[src/rtl/swap_sequencer_if.sv]
// Command, status and transfer-controller handshake bundle
// between the control unit, the sequencer and the controller.
interface swap_sequencer_if;
  logic [1:0] cmd;
  logic       slot;
  logic       waitTR;
  logic       std;
  logic       ldd;
  logic       pos;
  logic       busy;
  logic       done;
  logic       err;
  logic       resident;
  logic       resident_valid;

  modport master (
    output cmd, slot, waitTR,
    input  std, ldd, pos,
    input  busy, done, err,
    input  resident, resident_valid
  );

  modport slave (
    input  cmd, slot, waitTR,
    output std, ldd, pos,
    output busy, done, err,
    output resident, resident_valid
  );
endinterface

[src/rtl/swap_sequencer.sv]
// Turns one store/load/swap command into spaced std/ldd pulses
// and tracks which secondary slot sits in the primary window.
module swap_sequencer #(
  parameter int ACK_TIMEOUT  = 4,
  parameter int XFER_TIMEOUT = 32,
  parameter int CNT_W        = 8
) (
  input  logic            clk,
  input  logic            rst_n,
  swap_sequencer_if.slave bus
);

  typedef enum logic [2:0] {
    IDLE, ST_REQ, ST_HI, ST_LO,
    LD_REQ, LD_HI, LD_LO, FIN
  } state_e;

  localparam logic [CNT_W-1:0] ACK_LAST =
    CNT_W'(ACK_TIMEOUT - 1);
  localparam logic [CNT_W-1:0] XFER_LAST =
    CNT_W'(XFER_TIMEOUT - 1);
  localparam logic [CNT_W-1:0] WD_MAX = '1;

  state_e           state_q, state_d;
  logic [1:0]       cmd_q, cmd_d;
  logic             slot_q, slot_d;
  logic [CNT_W-1:0] wd_q, wd_d;
  logic             std_q, std_d;
  logic             ldd_q, ldd_d;
  logic             pos_q, pos_d;
  logic             busy_q, busy_d;
  logic             done_q, done_d;
  logic             err_q, err_d;
  logic             res_q, res_d;
  logic             resv_q, resv_d;

  logic             accept;
  logic             go_ld;
  logic             go_st;
  logic             timeout;
  logic             load_ok;
  logic [CNT_W-1:0] wd_inc;

  // The controller has no reset, so never start while it is busy.
  assign accept = (state_q == IDLE)
                && (bus.cmd != 2'b00)
                && !bus.waitTR;

  assign go_ld = (bus.cmd == 2'b10)
               || (bus.cmd == 2'b11 && !resv_q);

  assign go_st = resv_q
               && (bus.cmd == 2'b01
                   || (bus.cmd == 2'b11
                       && bus.slot != res_q));

  assign wd_inc = (wd_q == WD_MAX)
                ? wd_q
                : wd_q + CNT_W'(1);

  always_ff @(posedge clk or negedge rst_n) begin
    if (!rst_n) begin
      state_q <= IDLE;
      cmd_q   <= '0;
      slot_q  <= 1'b0;
      wd_q    <= '0;
      std_q   <= 1'b0;
      ldd_q   <= 1'b0;
      pos_q   <= 1'b0;
      busy_q  <= 1'b0;
      done_q  <= 1'b0;
      err_q   <= 1'b0;
      res_q   <= 1'b0;
      resv_q  <= 1'b0;
    end else begin
      state_q <= state_d;
      cmd_q   <= cmd_d;
      slot_q  <= slot_d;
      wd_q    <= wd_d;
      std_q   <= std_d;
      ldd_q   <= ldd_d;
      pos_q   <= pos_d;
      busy_q  <= busy_d;
      done_q  <= done_d;
      err_q   <= err_d;
      res_q   <= res_d;
      resv_q  <= resv_d;
    end
  end

  always_comb begin
    state_d = state_q;
    cmd_d   = cmd_q;
    slot_d  = slot_q;
    wd_d    = wd_q;
    timeout = 1'b0;
    load_ok = 1'b0;
    unique case (state_q)
      IDLE: begin
        if (accept) begin
          cmd_d  = bus.cmd;
          slot_d = bus.slot;
          unique case (1'b1)
            go_ld:   state_d = LD_REQ;
            go_st:   state_d = ST_REQ;
            default: state_d = FIN;
          endcase
        end
      end
      ST_REQ: begin
        state_d = ST_HI;
        wd_d    = '0;
      end
      LD_REQ: begin
        state_d = LD_HI;
        wd_d    = '0;
      end
      ST_HI, LD_HI: begin
        if (bus.waitTR) begin
          state_d = (state_q == ST_HI)
                  ? ST_LO : LD_LO;
          wd_d    = '0;
        end else if (wd_q >= ACK_LAST) begin
          state_d = FIN;
          timeout = 1'b1;
        end else begin
          wd_d = wd_inc;
        end
      end
      ST_LO: begin
        if (!bus.waitTR) begin
          state_d = (cmd_q == 2'b11)
                  ? LD_REQ : FIN;
        end else if (wd_q >= XFER_LAST) begin
          state_d = FIN;
          timeout = 1'b1;
        end else begin
          wd_d = wd_inc;
        end
      end
      LD_LO: begin
        if (!bus.waitTR) begin
          state_d = FIN;
          load_ok = 1'b1;
        end else if (wd_q >= XFER_LAST) begin
          state_d = FIN;
          timeout = 1'b1;
        end else begin
          wd_d = wd_inc;
        end
      end
      FIN: state_d = IDLE;
    endcase
  end

  always_comb begin
    std_d  = (state_d == ST_REQ);
    ldd_d  = (state_d == LD_REQ);
    done_d = (state_d == FIN);
    busy_d = accept
           || (state_d != IDLE
               && state_d != FIN);

    pos_d = pos_q;
    if (state_d == LD_REQ) begin
      pos_d = slot_d;
    end else if (accept && go_st) begin
      pos_d = res_q;
    end

    err_d = err_q;
    if (accept) begin
      err_d = 1'b0;
    end else if (timeout) begin
      err_d = 1'b1;
    end

    res_d  = load_ok ? slot_q : res_q;
    resv_d = resv_q;
    if (load_ok) begin
      resv_d = 1'b1;
    end else if (timeout
                 && (state_q == LD_HI
                     || state_q == LD_LO)) begin
      resv_d = 1'b0;
    end
  end

  assign bus.std            = std_q;
  assign bus.ldd            = ldd_q;
  assign bus.pos            = pos_q;
  assign bus.busy           = busy_q;
  assign bus.done           = done_q;
  assign bus.err            = err_q;
  assign bus.resident       = res_q;
  assign bus.resident_valid = resv_q;

endmodule
[src/flat_wrapper.sv]
// flat-port wrapper written by rule: the top's interface ports become plain ports
module swap_sequencer_flat 
#(
  parameter int ACK_TIMEOUT  = 4,
  parameter int XFER_TIMEOUT = 32,
  parameter int CNT_W        = 8
)
  (clk, rst_n, bus_cmd, bus_slot, bus_waitTR, bus_std, bus_ldd, bus_pos, bus_busy, bus_done, bus_err, bus_resident, bus_resident_valid);
  swap_sequencer_if bus_i ();
  input  logic clk;
  input  logic rst_n;
  input wire logic [$bits(bus_i.cmd)-1:0] bus_cmd;
  input wire logic [$bits(bus_i.slot)-1:0] bus_slot;
  input wire logic [$bits(bus_i.waitTR)-1:0] bus_waitTR;
  output wire logic [$bits(bus_i.std)-1:0] bus_std;
  output wire logic [$bits(bus_i.ldd)-1:0] bus_ldd;
  output wire logic [$bits(bus_i.pos)-1:0] bus_pos;
  output wire logic [$bits(bus_i.busy)-1:0] bus_busy;
  output wire logic [$bits(bus_i.done)-1:0] bus_done;
  output wire logic [$bits(bus_i.err)-1:0] bus_err;
  output wire logic [$bits(bus_i.resident)-1:0] bus_resident;
  output wire logic [$bits(bus_i.resident_valid)-1:0] bus_resident_valid;
  assign bus_i.cmd = bus_cmd;
  assign bus_i.slot = bus_slot;
  assign bus_i.waitTR = bus_waitTR;
  assign bus_std = bus_i.std;
  assign bus_ldd = bus_i.ldd;
  assign bus_pos = bus_i.pos;
  assign bus_busy = bus_i.busy;
  assign bus_done = bus_i.done;
  assign bus_err = bus_i.err;
  assign bus_resident = bus_i.resident;
  assign bus_resident_valid = bus_i.resident_valid;
  swap_sequencer #(.ACK_TIMEOUT(ACK_TIMEOUT), .XFER_TIMEOUT(XFER_TIMEOUT), .CNT_W(CNT_W)) u_core (.clk(clk), .rst_n(rst_n), .bus(bus_i));
endmodule
[config.mk]
export PLATFORM = sky130hd
export DESIGN_NAME = swap_sequencer_flat
export DESIGN_NICKNAME = d
export VERILOG_FILES = /design/src/rtl/swap_sequencer_if.sv /design/src/rtl/swap_sequencer.sv /design/src/flat_wrapper.sv
export SDC_FILE = /design/constraint.sdc
export NUM_CORES = 1
export LEC_CHECK = 0
export ABC_AREA = 0
export CORE_ASPECT_RATIO = 0.6
export CORE_UTILIZATION = 40
export CTS_CLUSTER_SIZE = 40
export DETAILED_ROUTE_END_ITERATION = 8
export GPL_ROUTABILITY_DRIVEN = 0
export HOLD_SLACK_MARGIN = 0.02
export REMOVE_ABC_BUFFERS = 1
export SLEW_MARGIN = 15
export SYNTH_ARGS = -nofsm -noshare
export SYNTH_HDL_FRONTEND = slang
export SYNTH_SLANG_ARGS = --single-unit
[constraint.sdc]
create_clock -name clk -period 4.3 [get_ports clk]
set_input_delay 0.86 -clock clk [delete_from_list [all_inputs] [get_ports clk]]
set_output_delay 0.86 -clock clk [all_outputs]
set_load 0.01 [all_outputs]
==> flow_summary.json <==
{
  "layout-drive-gt1-share": 0.101,
  "pre_cts_ws_ns": 1.04,
  "clk_latency_ns": 0.26,
  "critPathRequiredTime_ns": 4.45,
  "grt_max_degree": 23,
  "die_y_um": 46.1,
  "top_usage_layer": "met1",
  "drt_iter0_markers": 156,
  "synth-main-ff-cell": "dfrtp_1",
  "final_cell_area_mm2": 0.00152,
  "path_clk_slew_ns": 0.08,
  "use_met3": 0.0525,
  "syn2layout_area_growth_pct": 17.5,
  "p_int_mw": 0.636,
  "syn_inst": 137,
  "die-area_mm2": 0.00348,
  "diodes": 0,
  "p_comb_frac": 0.471,
  "fillers": 277,
  "cap_violations": 0,
  "min_period_over_period": 0.714,
  "p_sw_frac": 0.417,
  "use_met1": 0.298,
  "skew_ns": 0.000512,
  "setup_tns_ns": 0,
  "htreeDepth": 1,
  "dr.pass1.iters": 4,
  "path_max_fanout": 13,
  "grt_pass1_wl_um": 4410,
  "grt_usage": 0.175,
  "postPlaceCellArea_mm2": 0.00145,
  "power_density_mw_per_mm2": 716,
  "ys_seq_area_frac": 0.425,
  "synth.most_common_cell": "dfrtp_1",
  "cts_resized": 0,
  "place_hpwl_um": 1940,
  "grt_pass1_vias": 844,
  "drc": 0,
  "gr-total-overflow": 0,
  "cts_buffer_depth": 2,
  "hold_violations": 0,
  "p_sw_mw": 0.454,
  "rsz0062_at_grt": "false",
  "synth_compound_area_frac": 0.196,
  "setup_viol": 0,
  "async_flop_share": 1.00,
  "port_buffers": 13,
  "synthTopCellsByArea": "dfrtp_1, nor4_4, nand2_1",
  "avgViaCountPerCell": 5.62,
  "dieWidth_um": 75.5,
  "status": "finished, final reports clean",
  "grt_antenna_before_repair": 0,
  "cts_buffers": 3,
  "start_util": 0.437,
  "power_mw": 1.09,
  "cts_tree": "built",
  "cp-start-kind": "input port",
  "io_pins": 14,
  "met2_usage": 0.209,
  "yosys.area.top_type": "dfrtp_1",
  "worst_pin_slew_ns": 0.992,
  "antenna_left": 0,
  "synth_simple_gate_area_share": 0.251,
  "ir_drop_v": 0.000286,
  "hold_class": "register to register",
  "synth_mux_area_frac": 0.0502,
  "yosysWarnings": 0,
  "wl_per_cell_um": 14.2,
  "num_rows": 15,
  "relSlewSlack": 0.337,
  "pwr-share-clk": 0.176,
  "wirelength_um": 2700,
  "cts_setup_buffers": 0,
  "worstPathArrival_ns": 3.22,
  "max_freq_mhz": 326,
  "fin_nets": 156,
  "ys_types": 40,
  "cp-end-kind": "register",
  "netlist_area_mm2": 0.00130,
  "maxSlewViolCount": 0,
  "synth_xor_area_frac": 0.0270,
  "hold_buffers": 0,
  "ys_seq_elements": 22,
  "finalCriticalPeriod_ns": 3.07,
  "synth_common_cells": "dfrtp_1, nand2_1, nor2_1, nor3_1, o21ai_0",
  "clock-sinks": 22,
  "root_buffer": "clkbuf_8",
  "synth_edf_count": 0,
  "sequentialPowerShare": 0.353,
  "syn_avg_cell_area_um2": 9.46,
  "vias": 1068,
  "fin_ws_ns": 1.23,
  "synth_top_family_by_area": "simple AND/OR/NAND/NOR gates",
  "yosysTopAreaCellShare": 0.425,
  "synthAdderAreaFrac": 0.00965,
  "path_class": "input port to register",
  "core-area_mm2": 0.00297,
  "power.leakage_nw": 0.622
}
[layer usage]
metal	up-vias	wire length, um
li1	518	-
met5	-	0
met3	2	169
met1	517	1480
met2	31	1050
met4	0	4
[state kept, by name, summed over array words and instances (netlist names)]
name,count
u_core.bus.busy,1
u_core.bus.done,1
u_core.bus.err,1
u_core.bus.ldd,1
u_core.bus.pos,1
u_core.bus.resident,1
u_core.bus.resident_valid,1
u_core.bus.std,1
u_core.cmd_q,2
u_core.slot_q,1
u_core.state_q,3
u_core.wd_q,8
[worst paths after layout]
check	startpoint	to	slack [ns]	depth (start not counted)
max in group asynchronous	rst_n	u_core.bus.done$_DFF_PN0_	2.56	1
max	bus_waitTR	u_core.bus.pos$_DFFE_PN0P_	1.23	6
min	u_core.cmd_q[1]$_DFFE_PN0P_	u_core.cmd_q[1]$_DFFE_PN0P_	0.49	2
min reg2reg	u_core.cmd_q[1]$_DFFE_PN0P_	u_core.cmd_q[1]$_DFFE_PN0P_	0.49	2
min in group asynchronous	rst_n	u_core.bus.resident_valid$_DFFE_PN0P_	1.14	1
max reg2reg	u_core.state_q[2]$_DFF_PN0_	u_core.bus.pos$_DFFE_PN0P_	1.92	5
[cells by family after synthesis]
family / count (synthesis)
xor+xnor: 4
flops: 22
fa+ha+maj: 1
compound gates: 37
buf+inv: 13
mux: 6
simple gates: 54
[layout by cell type, fill, tap and decap left out, drive strengths merged, types with 7 or more instances in the layout]
| master | Yosys | layout |
|---|---|---|
| nor3 | 11 | 11 |
| o21ai | 10 | 10 |
| nand2 | 11 | 11 |
| a21oi | 7 | 7 |
| inv | 7 | 7 |
| nor2 | 9 | 9 |
| dfrtp | 22 | 22 |
| clkdlybuf4s50 | 0 | 13 |
[worst max-delay path: stages]
cell	delay (ns)
clkdlybuf4s50_1	0.64
nor4_2	0.53
o21ai_0	0.33
nor2_1	0.24
mux2_2	0.35
mux2_1	0.28
[power by group through the flow]
stage	logic (mW)	registers, mW	clock network, mW
floorplan	0.369	0.372	0
CTS	0.515	0.383	0.195
finish	0.513	0.385	0.192
global placement	0.507	0.385	0
detailed placement	0.511	0.386	0
global route	0.571	0.400	0.207
[metrics by stage]
step,cells,util,hold WS (ns)
after floorplan,131,-,0.437
after global placement,186,0.489,0.465
after detailed placement,186,0.489,0.466
after CTS,190,0.514,0.484
after global routing,190,0.514,0.518
final,190,0.514,0.485
[cell type report]
cell class              count  area (um2)  share of cell area
clock buffers               3        41.3              0.0271
multi-input cells         102         692               0.454
flip-flops and latches     22         551               0.362
well taps                  42        52.6              0.0345
inverters                   7        26.3              0.0173
repair buffers             13         130              0.0855
clock inverters             1        30.0              0.0197
Power figures use the tool's default switching activity.
